**config.mk**
```make
export PLATFORM = sky130hd
export DESIGN_NAME = seg7_mux_driver_flat
export DESIGN_NICKNAME = d
export VERILOG_FILES = /design/src/rtl/seg7_if.sv /design/src/rtl/seg7_mux_driver.sv /design/src/flat_wrapper.sv
export SDC_FILE = /design/constraint.sdc
export NUM_CORES = 1
export LEC_CHECK = 0
export ABC_AREA = 1
export BUFFER_PORTS_ARGS = -buffer_cell sky130_fd_sc_hd__buf_4
export CAP_MARGIN = 15
export CORE_MARGIN = 3
export CORE_UTILIZATION = 27
export DETAILED_ROUTE_END_ITERATION = 8
export SYNTH_ARGS = -nofsm -noshare
export SYNTH_HDL_FRONTEND = slang
export SYNTH_HIERARCHICAL = 1
export SYNTH_SLANG_ARGS = --single-unit
```
**constraint.sdc**
```tcl
create_clock -name clk -period 2.17 [get_ports clk]
set_input_delay 0.1085 -clock clk [delete_from_list [all_inputs] [get_ports clk]]
set_output_delay 0.1085 -clock clk [all_outputs]
set_load 0.01 [all_outputs]
```
**src/rtl/seg7_if.sv**
```systemverilog
// Display-side bundle for seg7_mux_driver: shadow-load inputs plus the
// multiplexed segment/anode pin outputs.
interface seg7_if #(
   parameter int NUM_DIGITS = 4,
   parameter int IDX_W      = $clog2(NUM_DIGITS)
);
   logic [4*NUM_DIGITS-1:0] value;
   logic [NUM_DIGITS-1:0]   dp_in;
   logic [NUM_DIGITS-1:0]   blank_in;
   logic                    lz_suppress;
   logic                    load;
   logic [6:0]              seg;
   logic                    dp;
   logic [NUM_DIGITS-1:0]   an;
   logic [IDX_W-1:0]        digit_idx;

   modport master (
      output value, dp_in, blank_in, lz_suppress, load,
      input  seg, dp, an, digit_idx
   );

   modport slave (
      input  value, dp_in, blank_in, lz_suppress, load,
      output seg, dp, an, digit_idx
   );
endinterface

```
**src/rtl/seg7_mux_driver.sv**
```systemverilog
// Time-multiplexed common-anode 7-segment driver: shadowed hex value, per-digit
// dp/blank, leading-zero suppression and a dark guard cycle at every slot start.

// One lane per digit: hex decode plus the leading-zero chain link.
module seg7_digit_lane (
   input  logic [3:0] nib,
   input  logic       zero_above,
   output logic       zero_here,
   output logic [6:0] seg
);
   assign zero_here = zero_above & (nib == 4'h0);

   // Active-low {a,b,c,d,e,f,g}
   always_comb begin
      seg = 7'b1111111;
      case (nib)
         4'h0: seg = 7'b0000001;
         4'h1: seg = 7'b1001111;
         4'h2: seg = 7'b0010010;
         4'h3: seg = 7'b0000110;
         4'h4: seg = 7'b1001100;
         4'h5: seg = 7'b0100100;
         4'h6: seg = 7'b0100000;
         4'h7: seg = 7'b0001111;
         4'h8: seg = 7'b0000000;
         4'h9: seg = 7'b0001100;
         4'hA: seg = 7'b0001000;
         4'hB: seg = 7'b1100000;
         4'hC: seg = 7'b0110001;
         4'hD: seg = 7'b1000010;
         4'hE: seg = 7'b0110000;
         4'hF: seg = 7'b0111000;
         default: seg = 7'b1111111;
      endcase
   end
endmodule

module seg7_mux_driver #(
   parameter int NUM_DIGITS  = 4,
   parameter int REFRESH_DIV = 50000,
   parameter int IDX_W       = $clog2(NUM_DIGITS)
) (
   input  logic  clk,
   input  logic  rst_n,
   seg7_if.slave bus
);
   localparam int               CNT_W    = $clog2(REFRESH_DIV);
   localparam logic [CNT_W-1:0] CNT_LAST = CNT_W'(REFRESH_DIV - 1);
   localparam logic [IDX_W-1:0] IDX_LAST = IDX_W'(NUM_DIGITS - 1);

   logic [4*NUM_DIGITS-1:0] val_sh;
   logic [NUM_DIGITS-1:0]   dp_sh;
   logic [NUM_DIGITS-1:0]   blank_sh;
   logic                    lz_sh;

   logic [CNT_W-1:0] cnt;
   logic [IDX_W-1:0] idx;

   logic [6:0]            seg_q, seg_d;
   logic                  dp_q, dp_d;
   logic [NUM_DIGITS-1:0] an_q, an_d;
   logic [IDX_W-1:0]      idx_q;

   logic [NUM_DIGITS:0]             zchain;
   logic [NUM_DIGITS-1:0]           lane_zero;
   logic [NUM_DIGITS-1:0][6:0]      lane_seg;

   // zchain[i] is set when nibbles NUM_DIGITS-1 down to i are all zero
   assign zchain[NUM_DIGITS] = 1'b1;

   for (genvar i = 0; i < NUM_DIGITS; i++) begin : g_lane
      seg7_digit_lane u_lane (
         .nib        (val_sh[4*i +: 4]),
         .zero_above (zchain[i+1]),
         .zero_here  (zchain[i]),
         .seg        (lane_seg[i])
      );
   end

   assign lane_zero = zchain[NUM_DIGITS-1:0];

   // cnt==0 is the anti-ghosting guard: everything dark while anodes switch
   always_comb begin
      seg_d = 7'b1111111;
      dp_d  = 1'b1;
      an_d  = '1;
      if (cnt != '0) begin
         an_d[idx] = 1'b0;
         if (!blank_sh[idx]) begin
            dp_d = ~dp_sh[idx];
            if (!(lz_sh && (idx != '0) && lane_zero[idx]))
               seg_d = lane_seg[idx];
         end
      end
   end

   always_ff @(posedge clk) begin
      if (!rst_n) begin
         val_sh   <= '0;
         dp_sh    <= '0;
         blank_sh <= '0;
         lz_sh    <= 1'b0;
         cnt      <= '0;
         idx      <= '0;
         seg_q    <= 7'b1111111;
         dp_q     <= 1'b1;
         an_q     <= '1;
         idx_q    <= '0;
      end else begin
         if (cnt == CNT_LAST) begin
            cnt <= '0;
            idx <= (idx == IDX_LAST) ? '0 : idx + IDX_W'(1);
         end else begin
            cnt <= cnt + CNT_W'(1);
         end

         if (bus.load) begin
            val_sh   <= bus.value;
            dp_sh    <= bus.dp_in;
            blank_sh <= bus.blank_in;
            lz_sh    <= bus.lz_suppress;
         end

         seg_q <= seg_d;
         dp_q  <= dp_d;
         an_q  <= an_d;
         idx_q <= idx;
      end
   end

   assign bus.seg       = seg_q;
   assign bus.dp        = dp_q;
   assign bus.an        = an_q;
   assign bus.digit_idx = idx_q;
endmodule

```
**src/flat_wrapper.sv**
```systemverilog
// flat-port wrapper written by rule: the top's interface ports become plain ports
module seg7_mux_driver_flat 
#(
   parameter int NUM_DIGITS  = 4,
   parameter int REFRESH_DIV = 50000,
   parameter int IDX_W       = $clog2(NUM_DIGITS)
)
  (clk, rst_n, bus_value, bus_dp_in, bus_blank_in, bus_lz_suppress, bus_load, bus_seg, bus_dp, bus_an, bus_digit_idx);
  seg7_if #(.NUM_DIGITS(NUM_DIGITS), .IDX_W(IDX_W)) bus_i ();
  input  logic clk;
  input  logic rst_n;
  input wire logic [$bits(bus_i.value)-1:0] bus_value;
  input wire logic [$bits(bus_i.dp_in)-1:0] bus_dp_in;
  input wire logic [$bits(bus_i.blank_in)-1:0] bus_blank_in;
  input wire logic [$bits(bus_i.lz_suppress)-1:0] bus_lz_suppress;
  input wire logic [$bits(bus_i.load)-1:0] bus_load;
  output wire logic [$bits(bus_i.seg)-1:0] bus_seg;
  output wire logic [$bits(bus_i.dp)-1:0] bus_dp;
  output wire logic [$bits(bus_i.an)-1:0] bus_an;
  output wire logic [$bits(bus_i.digit_idx)-1:0] bus_digit_idx;
  assign bus_i.value = bus_value;
  assign bus_i.dp_in = bus_dp_in;
  assign bus_i.blank_in = bus_blank_in;
  assign bus_i.lz_suppress = bus_lz_suppress;
  assign bus_i.load = bus_load;
  assign bus_seg = bus_i.seg;
  assign bus_dp = bus_i.dp;
  assign bus_an = bus_i.an;
  assign bus_digit_idx = bus_i.digit_idx;
  seg7_mux_driver #(.NUM_DIGITS(NUM_DIGITS), .REFRESH_DIV(REFRESH_DIV), .IDX_W(IDX_W)) u_core (.clk(clk), .rst_n(rst_n), .bus(bus_i));
endmodule
```
# Word-level counts from Yosys, hierarchy flattened
# Memory sizes are Yosys's and may differ from the RTL's. A register that Yosys moved wholly into a read port is not among the register bits.
# Cells that the tools add are included.
# Widths: inputs -> output; s select.
# word_totals
regBits	57
wordCells	59
in_bits	28
romBits	448
mem_count	4
# op_classes
n_lt_le_gt_ge	2
n_bitwise	7
add_sub_neg	2
n_eq_ne	2
muxes	19
reduce_logical	13
# memory_table
memory	depth	word_bits	rd	rd_clocked_by_memory_dff	wr	line	rtl
(no name shown)	16	7	1	1	0	seg7_mux_driver.sv:16	case (nib)
(no name shown)	16	7	1	1	0	seg7_mux_driver.sv:16	
(no name shown)	16	7	1	1	0	seg7_mux_driver.sv:16	
(no name shown)	16	7	1	1	0	seg7_mux_driver.sv:16	
# op_table
cell	n
$mux 4	8
$add 16x1->16 const B	1
$eq 16x16->1 const B	1
$logic_not 4->1	4
$reduce_bool 16->1	1
$bmux 7 s2	1
$mux 7	1
$bmux 1 s2	3
$mux 1	4
$not 4->4	1
$reduce_or 4->1	1
$and 1x1->1	3
$logic_and 1x1->1	3
$lt 2x3->1 const B	1
$not 1->1	3
$reduce_or 3->1	1
$add 2x1->2 const B	1
$demux 1 s2	1
$eq 2x2->1 const B	1
$ge 2x1->1 const B	1
$mux 2	1
$reduce_and 2->1	1
$reduce_bool 2->1	1
$reduce_or 2->1	1

# Longest topological paths before layout
# Gate-level depths: netlist (run 1).
# depth
ltp_word	8
ltp_mapped	12
depth_no_buf	12

# Cells and area by module
# Netlist (run 1), hierarchy kept.
# by_module_without_submodules
mod	area_per_inst_um2	seq_area_each_um2	cells_each	n_inst
seg7_mux_driver	2583.7	1141.1	374	1
seg7_digit_lane (u_core.g_lane[0].u_lane ...)	319.1	0.0	54	2
seg7_digit_lane (u_core.g_lane[1].u_lane)	295.3	0.0	52	1
seg7_digit_lane (u_core.g_lane[2].u_lane)	290.3	0.0	50	1

# Worst setup path after synthesis (run 1)
# No wires, ideal clock.
# synth_path
kind	register to register
start	reg u_core.val_sh[12]
end	reg u_core.seg_q[0], in the netlist u_core/bus.seg[0]
setup_slack_ns	0.129
arrival_time_ns	1.908
path_stages_with_launch	13
path_buffers	0
t_required_ns	2.037
period_less_slack_ns	2.041
cell_sequence	dfxtp_1 > inv_1 > ha_1 > and3_1 > and3_1 > and3_1 > and3_1 > inv_1 > nand2_1 > nand3_1 > nand2_1 > a21oi_2 > nand3_1
# synth_via
elab_chain_len	8
# synth_lines
item	line	rtl
start: declaration	seg7_mux_driver.sv:51	logic [4*NUM_DIGITS-1:0] val_sh;
start signal: assignment	seg7_mux_driver.sv:118	val_sh <= bus.value;
$logic_not 4->1	seg7_mux_driver.sv:11	assign zero_here = zero_above & (nib == 4'h0);
named net u_core.lane_zero[3]	seg7_mux_driver.sv:65	logic [NUM_DIGITS-1:0] lane_zero;
$and 1x1->1	seg7_mux_driver.sv:11	
named net u_core.lane_zero[2]	seg7_mux_driver.sv:65	
$and 1x1->1	seg7_mux_driver.sv:11	
named net u_core.lane_zero[1]	seg7_mux_driver.sv:65	
$and 1x1->1	seg7_mux_driver.sv:11	
named net u_core.lane_zero[0]	seg7_mux_driver.sv:65	
$bmux 1 s2	seg7_mux_driver.sv:91	if (!(lz_sh && (idx != '0) && lane_zero[idx]))
$mux 1 (implied by the code)	seg7_mux_driver.sv:91	
$logic_and 1x1->1	seg7_mux_driver.sv:91	
$reduce_or 4->1 (no line)	-	
end signal: assignment	seg7_mux_driver.sv:124	seg_q <= seg_d;
end: declaration	seg7_mux_driver.sv:59	logic [6:0] seg_q, seg_d;
# The timed path passes the listed nets, and every way through them passes these cells. The select of a mux whose other input is x is not followed.
# A chain may end at the register's enable or synchronous reset.

# Worst setup path in the final report (run 1)
# layout_path
start	reg u_core.val_sh[13]
end	reg u_core.seg_q[6], in the netlist u_core/bus.seg[6]
# Same word-level chain as after synthesis.

==> results of run 1 <==
==> layer usage <==
layer	GRT usage	up-vias
li1	-	1949
met5	0	-
met4	0.0464	0
met1	0.160	1565
met3	0.0360	6
met2	0.205	68
==> path summary, 6_finish.rpt <==
path / start / end / cells past startpoint
setup reg to reg: u_core/val_sh[13]$_SDFFE_PN0P_ / u_core/bus.seg[6]$_SDFF_PP1_ / 12
hold / removal: bus_value[11] / u_core/val_sh[11]$_SDFFE_PN0P_ / 3
setup / recovery: u_core/val_sh[13]$_SDFFE_PN0P_ / u_core/bus.seg[6]$_SDFF_PP1_ / 12
hold reg to reg: u_core/lz_sh$_SDFFE_PN0P_ / u_core/lz_sh$_SDFFE_PN0P_ / 2
==> through the flow <==
| stage | setup WS [ns] | setup TNS [ns] | power [mW] | util | std cells |
|---|---|---|---|---|---|
| 2_1_floorplan | 0.129 | 0 | 1.50 | - | 584 |
| 3_3_place_gp | 0.105 | 0 | 1.65 | 0.319 | 796 |
| 3_5_place_dp | 0.0773 | 0 | 1.65 | 0.319 | 796 |
| 4_1_cts | 0.0747 | 0 | 3.10 | 0.352 | 827 |
| 5_1_grt | -0.00372 | -0.00372 | 3.23 | 0.356 | 827 |
| 6_report | 0.130 | 0 | 3.06 | 0.356 | 827 |
==> critical path, delay by kind of cell, from the launching register on <==
kind                     cells  cell delay, ns
AND/OR/NAND/NOR              8            1.07
buffers and inverters        2            0.09
adder cells (fa/ha/maj)      1            0.19
AO/OA/AOI/OAI                1            0.27
flip-flops                   1            0.32
==> synthesized netlist by cell type <==
cell type	n	area, um2
nand2_1	173	649
nand3_1	75	375
nor2_1	73	274
inv_1	60	225
dfxtp_1	57	1140
ha_1	30	375
o21ai_0	27	135
a21oi_1	17	85.1
clkbuf_1	10	37.5
buf_6	9	101
nand2_2	6	37.5
inv_2	5	18.8
and3_1	4	25.0
nand4_1	4	25.0
nor2_8	4	80.1
o21ai_1	4	20.0
buf_4	3	22.5
xnor2_1	3	26.3
buf_2	2	10.0
inv_6	2	17.5
nor2_2	2	12.5
nor2_4	2	22.5
or2_2	2	12.5
a21boi_1	1	7.51
a21oi_2	1	8.76
a22oi_1	1	7.51
a31oi_1	1	6.26
conb_1	1	3.75
nand2_4	1	11.3
nand3_2	1	10.0
nand3b_1	1	7.51
or2_0	1	6.26
xor2_1	1	8.76
==> power by group <==
group | total [mW] | switching, mW | internal [mW] | leakage (nW)
Combinational | 0.517 | 0.287 | 0.230 | 1.65
Clock | 1.40 | 0.485 | 0.914 | 0.142
Sequential | 1.14 | 0.0424 | 1.10 | 0.469
Total | 3.06 | 0.814 | 2.24 | 2.26
==> repair_timing <==
action,in CTS,in global routing
hold buffers,15,0
hold endpoints to repair,15,0
resized for setup,0,11
endpoints found under the setup margin,0,7
==> layout make-up <==
type | count | area, um2 | share of cell area
inverter | 67 | 262 | 0.0544
clock buffer | 11 | 243 | 0.0505
clock inverter | 5 | 55.1 | 0.0115
multi-input combinational | 436 | 2280 | 0.475
tap | 176 | 220 | 0.0458
sequential | 57 | 1140 | 0.238
timing repair buffer | 75 | 601 | 0.125
==> registers in the layout (all words and copies together), names as in the netlist, 2 cells and up <==
name,flops
u_core/blank_sh,4
u_core/bus.an,4
u_core/bus.digit_idx,2
u_core/bus.seg,7
u_core/cnt,16
u_core/dp_sh,4
u_core/idx,2
u_core/val_sh,16
==> logic make-up after synthesis <==
logic type | Yosys count
xor+xnor | 4
other cells | 1
simple gates | 349
compound gates | 52
fa+ha+maj | 30
flops | 57
buf+inv | 91
==> run summary, run 1 <==
First-pass GRT wire length -> 16200 um
FF+latch count, synth -> 57
GR Util All Layers -> 0.127
IO Count -> 42
Critical Path Fanout Max -> 7
Synth Area in XOR/XNOR -> 0.00920
Worst slew margin -> 0.601
Post-synthesis mux area share -> 0
Critical path endpoint category -> flip-flop
CP Cell Sequence -> inv_1 -> ha_2 -> and3_4 -> and3_4 -> and3_1 -> and3_1 -> inv_1 -> nand2_1 -> nand3_1 -> nand2_2 -> a21oi_4 -> nand3_1
WL met3 -> 450 um
Main combinational cell family by area after synthesis -> simple AND/OR/NAND/NOR gates
Commonest non-fill, non-tap cell in the layout -> nand2_1
Layout area overhead -> 26.2%
CTS sink count -> 57
Pre-antenna DRT Iters -> 4
Vias in the first global route -> 3464
CTS Buffer Depth -> 2
Worst Setup Path Type -> reg2reg
Most frequent cells in the layout -> 172 x nand2_1, 73 x nor2_1, 70 x nand3_1
DRC -> 0
Leakage power -> 2.26 nW
Global-route congestion overflow total -> 0
Fin Clk Skew -> 0.00464 ns
Routed length per instance -> 11.2 um
Htree depth -> 3
Largest net degree at the start of global routing -> 33
Min-Delay Path Class -> in2reg
Final setup vio count -> 0
WL final -> 9260 um
R2r setup slk -> 0.13 ns
Core area -> 13500 um2
CTS tree -> yes
Met2 Wirelength -> 4240 um
# diodes -> 0
Slew Viols, Final -> 0
Placer Congestion -> 0.808
Postcts setup bufs -> 0
DP Area -> 4310 um2
Status -> complete, no violations
Cell count after synthesis -> 584
Syn avg cell area -> 6.52 um2
Metal1 wirelength -> 4480 um
Tcrit/Tclk final -> 0.940
Routed vias -> 3588
Synth Area in Adders -> 0.0986
Pwr/cell area -> 637 nW/um2
Row cnt -> 42
Detailed Place HPWL -> 6870 um
CP peak stage delay -> 0.32 ns
Mapped cell area -> 3810 um2
Synth Net Count -> 642
Fmax -> 490 MHz
Highest metal used -> met4
Final hold vios -> 0
Simple-gate share of the synthesized area -> 0.407
Synth cell types -> 33
Port bufs -> 41
Number of max-cap violations -> 0
CP Launch Type -> flip-flop
Clk root buf -> clkbuf_16
Worst Tran Pin Value -> 0.598 ns
CP Data Required Time -> 2.37 ns
Starting Density -> 0.282
Register area share after synthesis -> 0.300
Nets -> 704
Die width -> 125 um
Die area -> 15600 um2
CP arrival -> 2.24 ns
Total CTS buffers -> 9
Vias per cell -> 4.34
YS warnings -> 6
DIE HEIGHT -> 125 um
Drt first-iter violations -> 204
Maximum VDD drop -> 363 uV
Synth Area in Compound Gates -> 0.0710
Share of cells above drive strength 1 -> 0.171
Layout fillers -> 1452
Reg clk slew, reported paths -> 0.05 ns
Crit-path slowest cell -> dfxtp_2
Worst hold slack -> 0.0104 ns
Clock Latency Late Sink -> 0.33 ns
Fin area -> 4800 um2
Routed Antenna Nets -> 0
Antenna violations before repair -> 0
Fin crit period -> 2.04 ns
(Power assumes the default switching activity.)
==> run 2: changes to the inputs <==
--- a/config.mk
+++ b/config.mk
@@ -5,7 +5,6 @@
 export SDC_FILE = /design/constraint.sdc
 export NUM_CORES = 1
 export LEC_CHECK = 0
-export ABC_AREA = 1
 export BUFFER_PORTS_ARGS = -buffer_cell sky130_fd_sc_hd__buf_4
 export CAP_MARGIN = 15
 export CORE_MARGIN = 3
==> run 2 against run 1 <==
Worst hold slack better by 0.0080 ns. Power up 1.2%. Sequential power about the same. Sequential share of layout area up 2.0 points. First-iteration DRC count down 11%. Non-clock buffer count down 11. Critical endpoint is now u_core/bus.seg[1]$_SDFF_PP1_.
==> run summary, run 2 <==
Hold path cells -> 3 (unchanged)
Routed vias -> 2818 (-21%)
Mapped cell area -> 3480 um2 (-8.5%)
Die area -> 14300 um2 (-8.1%)
Worst Setup Path Type -> reg2reg
Starting Density -> 0.283 (+0.00101)
Net switching power -> 738 uW (-9.3%)
DIE HEIGHT -> 120 um (-4.1%)
Pre-antenna DRT Iters -> 4 (unchanged)
Register area share after synthesis -> 0.328 (+0.0279)
RSZ-0062 raised after global routing -> true
Final hold vios -> 0 (unchanged)
Core area -> 12300 um2 (-8.8%)
Top-count cell post-synth -> nor2_1
Htree depth -> 3 (unchanged)
Layout fillers -> 1249 (-14%)
Row cnt -> 40 (-4.8%)
Status -> complete, no violations
Cells after DPL -> 594 (-25%)
Worst slew margin -> 0.670 (+0.0696)
Vias per cell -> 4.60 (+6.1%)
Synth cell types -> 51 (+55%)
Die width -> 120 um (-4.1%)
Hold Crit Start -> bus_value[6]
CTS sink count -> 57 (unchanged)
Routed length per instance -> 13.2 um (+18%)
Total CTS buffers -> 9 (unchanged)
Port bufs -> 41 (unchanged)
CTS Buffer Depth -> 2 (unchanged)
FF-to-FF path depth -> 12 (unchanged)
Tcrit/Tclk final -> 0.980 (+0.0403)
Layout area overhead -> 27.4%
# diodes -> 0 (unchanged)
Pwr/cell area -> 698 nW/um2 (+9.6%)
First-pass GRT wire length -> 13300 um (-18%)
Cell count after synthesis -> 386 (-34%)
Slew Viols, Final -> 0 (unchanged)
Area contributors post-synth -> dfxtp_1 33%, mux2i_1 11%, ha_1 11%
Primary FF master, synth -> dfxtp_1
CP Data Required Time -> 2.38 ns (about the same)
GR Util All Layers -> 0.114 (-0.0123)
Leakage power -> 1.82 nW (-19%)
Synth Net Count -> 444 (-31%)
Number of synthesized flops with an enable pin -> 0 (unchanged)
Largest net degree at the start of global routing -> 31 (-6.1%)
Clock Latency Late Sink -> 0.32 ns (about the same)
Reg clk slew, reported paths -> 0.05 ns (about the same)
Number of max-cap violations -> 0 (unchanged)
Commonest cells in the netlist -> 65 x nor2_1, 57 x dfxtp_1, 39 x mux2i_1
Setup_tns -> 0 ns (unchanged)
Commonest non-fill, non-tap cell in the layout -> buf_4
DRC -> 0 (unchanged)
Final setup vio count -> 0 (unchanged)
IO Count -> 42 (unchanged)
Critical Path Fanout Max -> 7 (unchanged)
FF-to-FF End -> u_core/bus.seg[1]$_SDFF_PP1_
Post-synth ARST share -> 0 (unchanged)
Placer Congestion -> 0.874 (+8.1%)
Worst reg2reg startpoint -> u_core/val_sh[13]$_SDFFE_PN0P_
R2r setup slk -> 0.04 ns (-0.09 ns)
Nets -> 497 (-29%)
Maximum VDD drop -> 357 uV (-1.4%)
Share of cells above drive strength 1 -> 0.273 (+0.102)
Combinational power share -> 0.148 (-0.021)
Antenna violations before repair -> 0 (unchanged)
YS warnings -> 6 (unchanged)
Most frequent cells in the layout -> 64 x buf_4, 60 x nor2_1, 54 x dfxtp_1
Sw Ratio -> 0.238 (-0.0277)
WHS Endpoint -> u_core/val_sh[6]$_SDFFE_PN0P_
Layout Cells excl Fill -> 612 (-26%)
Sequential Power Share -> 0.366 (-0.008)
Vias in the first global route -> 2730 (-21%)
Routed Antenna Nets -> 0 (unchanged)
Top cell type's share of synthesized area -> 0.328 (+0.0279)
CP arrival -> 2.34 ns (+0.10 ns)
Min-Delay Path Class -> in2reg
Worst Tran Pin Value -> 0.488 ns (-0.110 ns)
WL final -> 8050 um (-13%)
FF+latch count, synth -> 57 (unchanged)
Global-route congestion overflow total -> 0 (unchanged)
Syn avg cell area -> 9.02 um2 (+38%)
Drt first-iter violations -> 181 (-11%)
Fin Clk Skew -> 0.00927 ns (+0.00463 ns)
Critical path endpoint category -> flip-flop
Hold buffer count at cts -> 0 (-15)
Cell taking the most area after synthesis -> dfxtp_1
Fmax -> 470 MHz (-4.1%)
Final core occ -> 0.360 (+0.00471)
CP Launch Type -> flip-flop
Clk pwr share -> 0.486 (+0.029)
CTS tree -> yes
Internal power -> 2.36 mW (+5.1%)
Fin crit period -> 2.13 ns (+0.0874 ns)
Clk root buf -> clkbuf_16
Detailed Place HPWL -> 6060 um (-12%)
==> run 2: cells by family (layout without fill, tap and decap cells) <==
| group | count (synthesis) | count (layout) | synth area share |
|---|---|---|---|
| DFF | 57 | 57 | 0.328 |
| buffers and inverters | 42 | 100 | 0.0589 |
| other | 1 | 1 | 0.00108 |
| and+or+nand+nor | 148 | 148 | 0.204 |
| muxes | 53 | 53 | 0.190 |
| xor gates and xnor gates | 13 | 13 | 0.0327 |
| AOI/OAI and AO/OA | 42 | 42 | 0.0779 |
| adders and majority gates | 30 | 30 | 0.108 |
==> run 2: cell type report <==
cell class                 instances  area, um2  share of cell area
sequential                        57       1140               0.258
clock inverter                     5       78.8              0.0178
multi-input combinational        287       2200               0.496
tap                              168        210              0.0474
timing repair buffer              64        480               0.108
inverter                          20       77.6              0.0175
clock buffer                      11        243              0.0547
==> run 2: through the flow <==
stage	setup slack [ns]	power [mW]	instance area [um2]	hold slack, ns
finish	0.0427	3.10	4440	0.0183
global route	-0.0283	3.24	4440	0.0235
CTS	0.0108	3.11	4350	0.00820
detailed placement	0.0163	1.59	4030	0.351
global placement	0.0880	1.58	4030	0.347
floorplan	0.000158	1.43	3490	0.249
==> run 2: worst max path at each step <==
stage | cells past startpoint | slack (ns) | end | start
6_report | 12 | 0.04 | u_core/bus.seg[1]$_SDFF_PP1_ | u_core/val_sh[13]$_SDFFE_PN0P_
5_1_grt | 12 | -0.03 | u_core/bus.seg[2]$_SDFF_PP1_ | u_core/val_sh[13]$_SDFFE_PN0P_
4_1_cts | 12 | 0.01 | u_core/bus.seg[6]$_SDFF_PP1_ | u_core/val_sh[13]$_SDFFE_PN0P_
3_5_place_dp | 12 | 0.02 | u_core/bus.seg[6]$_SDFF_PP1_ | u_core/val_sh[12]$_SDFFE_PN0P_
3_3_place_gp | 12 | 0.09 | u_core/bus.seg[6]$_SDFF_PP1_ | u_core/val_sh[12]$_SDFFE_PN0P_
2_1_floorplan | 13 | 0.0002 | u_core/bus.seg[6]$_SDFF_PP1_ | u_core/val_sh[12]$_SDFFE_PN0P_
==> run 2: repair_timing <==
action	4_1_cts	5_1_grt
endpoints found under the setup margin	0	7
setup buffers	0	2
resized for setup	0	21
==> run 2: power by group through the flow <==
| stage | sequential (mW) | clock (mW) | combinational (mW) |
|---|---|---|---|
| after detailed placement | 1.15 | 0 | 0.438 |
| after floorplan | 1.16 | 0 | 0.274 |
| after global placement | 1.15 | 0 | 0.426 |
| final | 1.13 | 1.50 | 0.459 |
| after CTS | 1.13 | 1.54 | 0.440 |
| after global routing | 1.14 | 1.59 | 0.511 |
==> run 2: metal layers <==
layer  wire (um)  GRT usage  vias to the layer above
met1        3720      0.143                     1323
met5           0          0                        -
met2        4000      0.195                       47
li1            -          -                     1442
met4          99     0.0451                        0
met3         237     0.0203                        6
==> run 2: critical path, cell delays in order, from the launching register on <==
cell and delay, ns:
dfxtp_2 0.35, inv_4 0.05, ha_4 0.16, nand2_4 0.07, nor3_4 0.04, and3_4 0.15, and3_4 0.17, nand2_2 0.06
nor3_2 0.04, mux4_2 0.46, and3b_2 0.28, nor2_1 0.12, nand2_1 0.07
==> run 3: changes to the inputs <==
--- a/config.mk
+++ b/config.mk
@@ -10,6 +10,7 @@
 export CORE_MARGIN = 3
 export CORE_UTILIZATION = 27
 export DETAILED_ROUTE_END_ITERATION = 8
+export GPL_TIMING_DRIVEN = 0
 export SYNTH_ARGS = -nofsm -noshare
 export SYNTH_HDL_FRONTEND = slang
 export SYNTH_HIERARCHICAL = 1
==> run 3 against run 2 <==
Sequential power is essentially flat. First-iteration DRC count is 6.6% higher. Fmax shrank 1.2%. Clock power down 17%. Clock skew is 0.00089 ns lower. Critical path type unchanged. Non-clock buffer count is 4 higher. Wire length grew 4.5%. Global-route usage rose by 0.53 points. Power fell by 8.5%. Design area is 1.2% lower. Critical path depth did not move.
==> run summary, run 3 (same netlist as run 2, synthesis figures left out) <==
DIE HEIGHT -> 120 um (unchanged)
Layout fillers -> 1273 (+1.9%)
Final setup vio count -> 0 (unchanged)
Worst Tran Pin Value -> 0.506 ns (+0.0176 ns)
Critical path endpoint category -> flip-flop
CTS tree -> yes
CP Launch Type -> flip-flop
Reg clk slew, reported paths -> 0.05 ns (about the same)
Hold Crit Start -> bus_value[8]
Layout area overhead -> 25.9%
Critical Path Fanout Max -> 7 (unchanged)
Vias per cell -> 4.63 (+0.61%)
Die width -> 120 um (unchanged)
Total CTS buffers -> 9 (unchanged)
Flip-flop and latch area -> 1170 um2 (+1.9%)
Worst slew margin -> 0.663 (-0.00747)
Routed vias -> 2849 (+1.1%)
Fin Clk Skew -> 0.00839 ns (-0.000886 ns)
Place WS -> -0.320 ns (-0.337 ns)
Leakage power -> 1.80 nW (-1.5%)
Die area -> 14300 um2 (unchanged)
Commonest non-fill, non-tap cell in the layout -> nor2_1
Final hold vios -> 0 (unchanged)
Vias in the first global route -> 2838 (+4.0%)
CTS sink count -> 57 (unchanged)
Htree depth -> 3 (unchanged)
Most frequent cells in the layout -> 58 x nor2_1, 49 x buf_4, 47 x dfxtp_1
WL final -> 8420 um (+4.5%)
Number of max-cap violations -> 0 (unchanged)
IO Count -> 42 (unchanged)
Fmax -> 465 MHz (-1.2%)
Row cnt -> 40 (unchanged)
CTS Buffer Depth -> 2 (unchanged)
Worst reg2reg startpoint -> u_core/val_sh[13]$_SDFFE_PN0P_
Pwr/cell area -> 646 nW/um2 (-7.4%)
Min-Delay Path Class -> in2reg
Routed length per instance -> 13.7 um (+4.0%)
Worst Setup Path Type -> reg2reg
Core area -> 12300 um2 (unchanged)
Share of cells above drive strength 1 -> 0.280 (+0.00712)
RSZ-0062 raised after global routing -> true
Worst setup path start -> u_core/val_sh[13]$_SDFFE_PN0P_
Clock Latency Late Sink -> 0.32 ns (about the same)
Detailed Place HPWL -> 6210 um (+2.4%)
Nets -> 501 (+0.80%)
CP Data Required Time -> 2.38 ns (about the same)
Global-route congestion overflow total -> 0 (unchanged)
Clk root buf -> clkbuf_16
Area occupied by multi-input gates -> 2180 um2 (-0.85%)
Maximum VDD drop -> 354 uV (-0.87%)
Setup_tns -> 0 ns (unchanged)
Starting Density -> 0.283 (unchanged)
Port bufs -> 40 (-2.4%)
# diodes -> 0 (unchanged)
Fin crit period -> 2.15 ns (+0.0252 ns)
CP arrival -> 2.36 ns (+0.02 ns)
Placer Congestion -> 0.880 (+0.70%)
Drt first-iter violations -> 193 (+6.6%)
Tcrit/Tclk final -> 0.992 (+0.0116)
Antenna violations before repair -> 0 (unchanged)
Status -> complete, no violations
Largest net degree at the start of global routing -> 11 (-65%)
Slew Viols, Final -> 0 (unchanged)
Pre-antenna DRT Iters -> 4 (unchanged)
First-pass GRT wire length -> 14000 um (+5.4%)
GR Util All Layers -> 0.120 (+0.00535)
DRC -> 0 (unchanged)
Fin area -> 4390 um2 (-1.2%)
Routed Antenna Nets -> 0 (unchanged)
Final Worst Setup Slack -> 0.0175 ns (-0.0252 ns)
DP Area -> 4000 um2 (-0.87%)
## run 3: cell types whose count changed in the layout (fill, tap and decap cells not counted), sizes merged
cell      previous run  this run
bufinv               2         0
clkinv               3         2
clkinvlp             0         1
buf                 64        61
clkbuf              11        19
## run 3: cell type report
type,instances,area share
Clock buffer,12,0.0562
Multi-Input combinational cell,287,0.498
Timing Repair Buffer,47,0.0805
Tap cell,168,0.0479
Buffer,21,0.0294
Sequential cell,57,0.266
Inverter,20,0.0183
Clock inverter,3,0.00399
## run 3: path summary, 6_finish.rpt
path	endpoint	slack (ns)	depth (start not counted)
worst min register to register	u_core/blank_sh[0]$_SDFFE_PN0P_	0.49	2
worst max-delay path	u_core/bus.seg[6]$_SDFF_PP1_	0.02	12
worst min-delay path	u_core/val_sh[8]$_SDFFE_PN0P_	0.02	3
worst max register to register	u_core/bus.seg[6]$_SDFF_PP1_	0.02	12
## run 3: power by group
group	leakage (nW)	internal [mW]	switching [mW]	total [mW]
clock	0.128	0.791	0.456	1.25
combinational	1.20	0.225	0.224	0.448
sequential	0.472	1.10	0.0416	1.14
total	1.80	2.11	0.722	2.83
## run 3: through the flow
| stage | util | std cells | total power [mW] | hold WS, ns |
|---|---|---|---|---|
| floorplan | - | 386 | 1.43 | 0.249 |
| global placement | 0.325 | 594 | 1.57 | 0.344 |
| detailed placement | 0.325 | 594 | 1.58 | 0.348 |
| CTS | 0.353 | 612 | 2.86 | 0.0138 |
| global route | 0.356 | 615 | 2.97 | 0.0259 |
| finish | 0.356 | 615 | 2.83 | 0.0165 |
## run 3: worst max-delay path: stages, from the launching register on
cell	delay, ns
dfxtp_4	0.36
inv_4	0.05
ha_4	0.15
nand2_2	0.06
nor3_2	0.04
and3_1	0.15
and3_4	0.17
nand2_1	0.06
nor3_1	0.04
mux4_2	0.48
and3b_2	0.30
nor2_2	0.13
nand2_1	0.05
## run 3: routing by layer
metal / GRT usage / vias up / share of wire / routed length, um
li1: - / 1448 / - / -
met1: 0.148 / 1334 / 0.47 / 3970
met2: 0.208 / 58 / 0.49 / 4080
met3: 0.0283 / 9 / 0.029 / 244
met4: 0.0344 / 0 / 0.014 / 119
met5: 0 / - / 0 / 0
## run 3: repair_timing
item / 4_1_cts / 5_1_grt
gates resized for setup: 24 / 9
buffers inserted: 4 / 3
endpoints found under the setup margin: 7 / 7
pin swaps: 7 / 4
hold buffers: 0 / 0
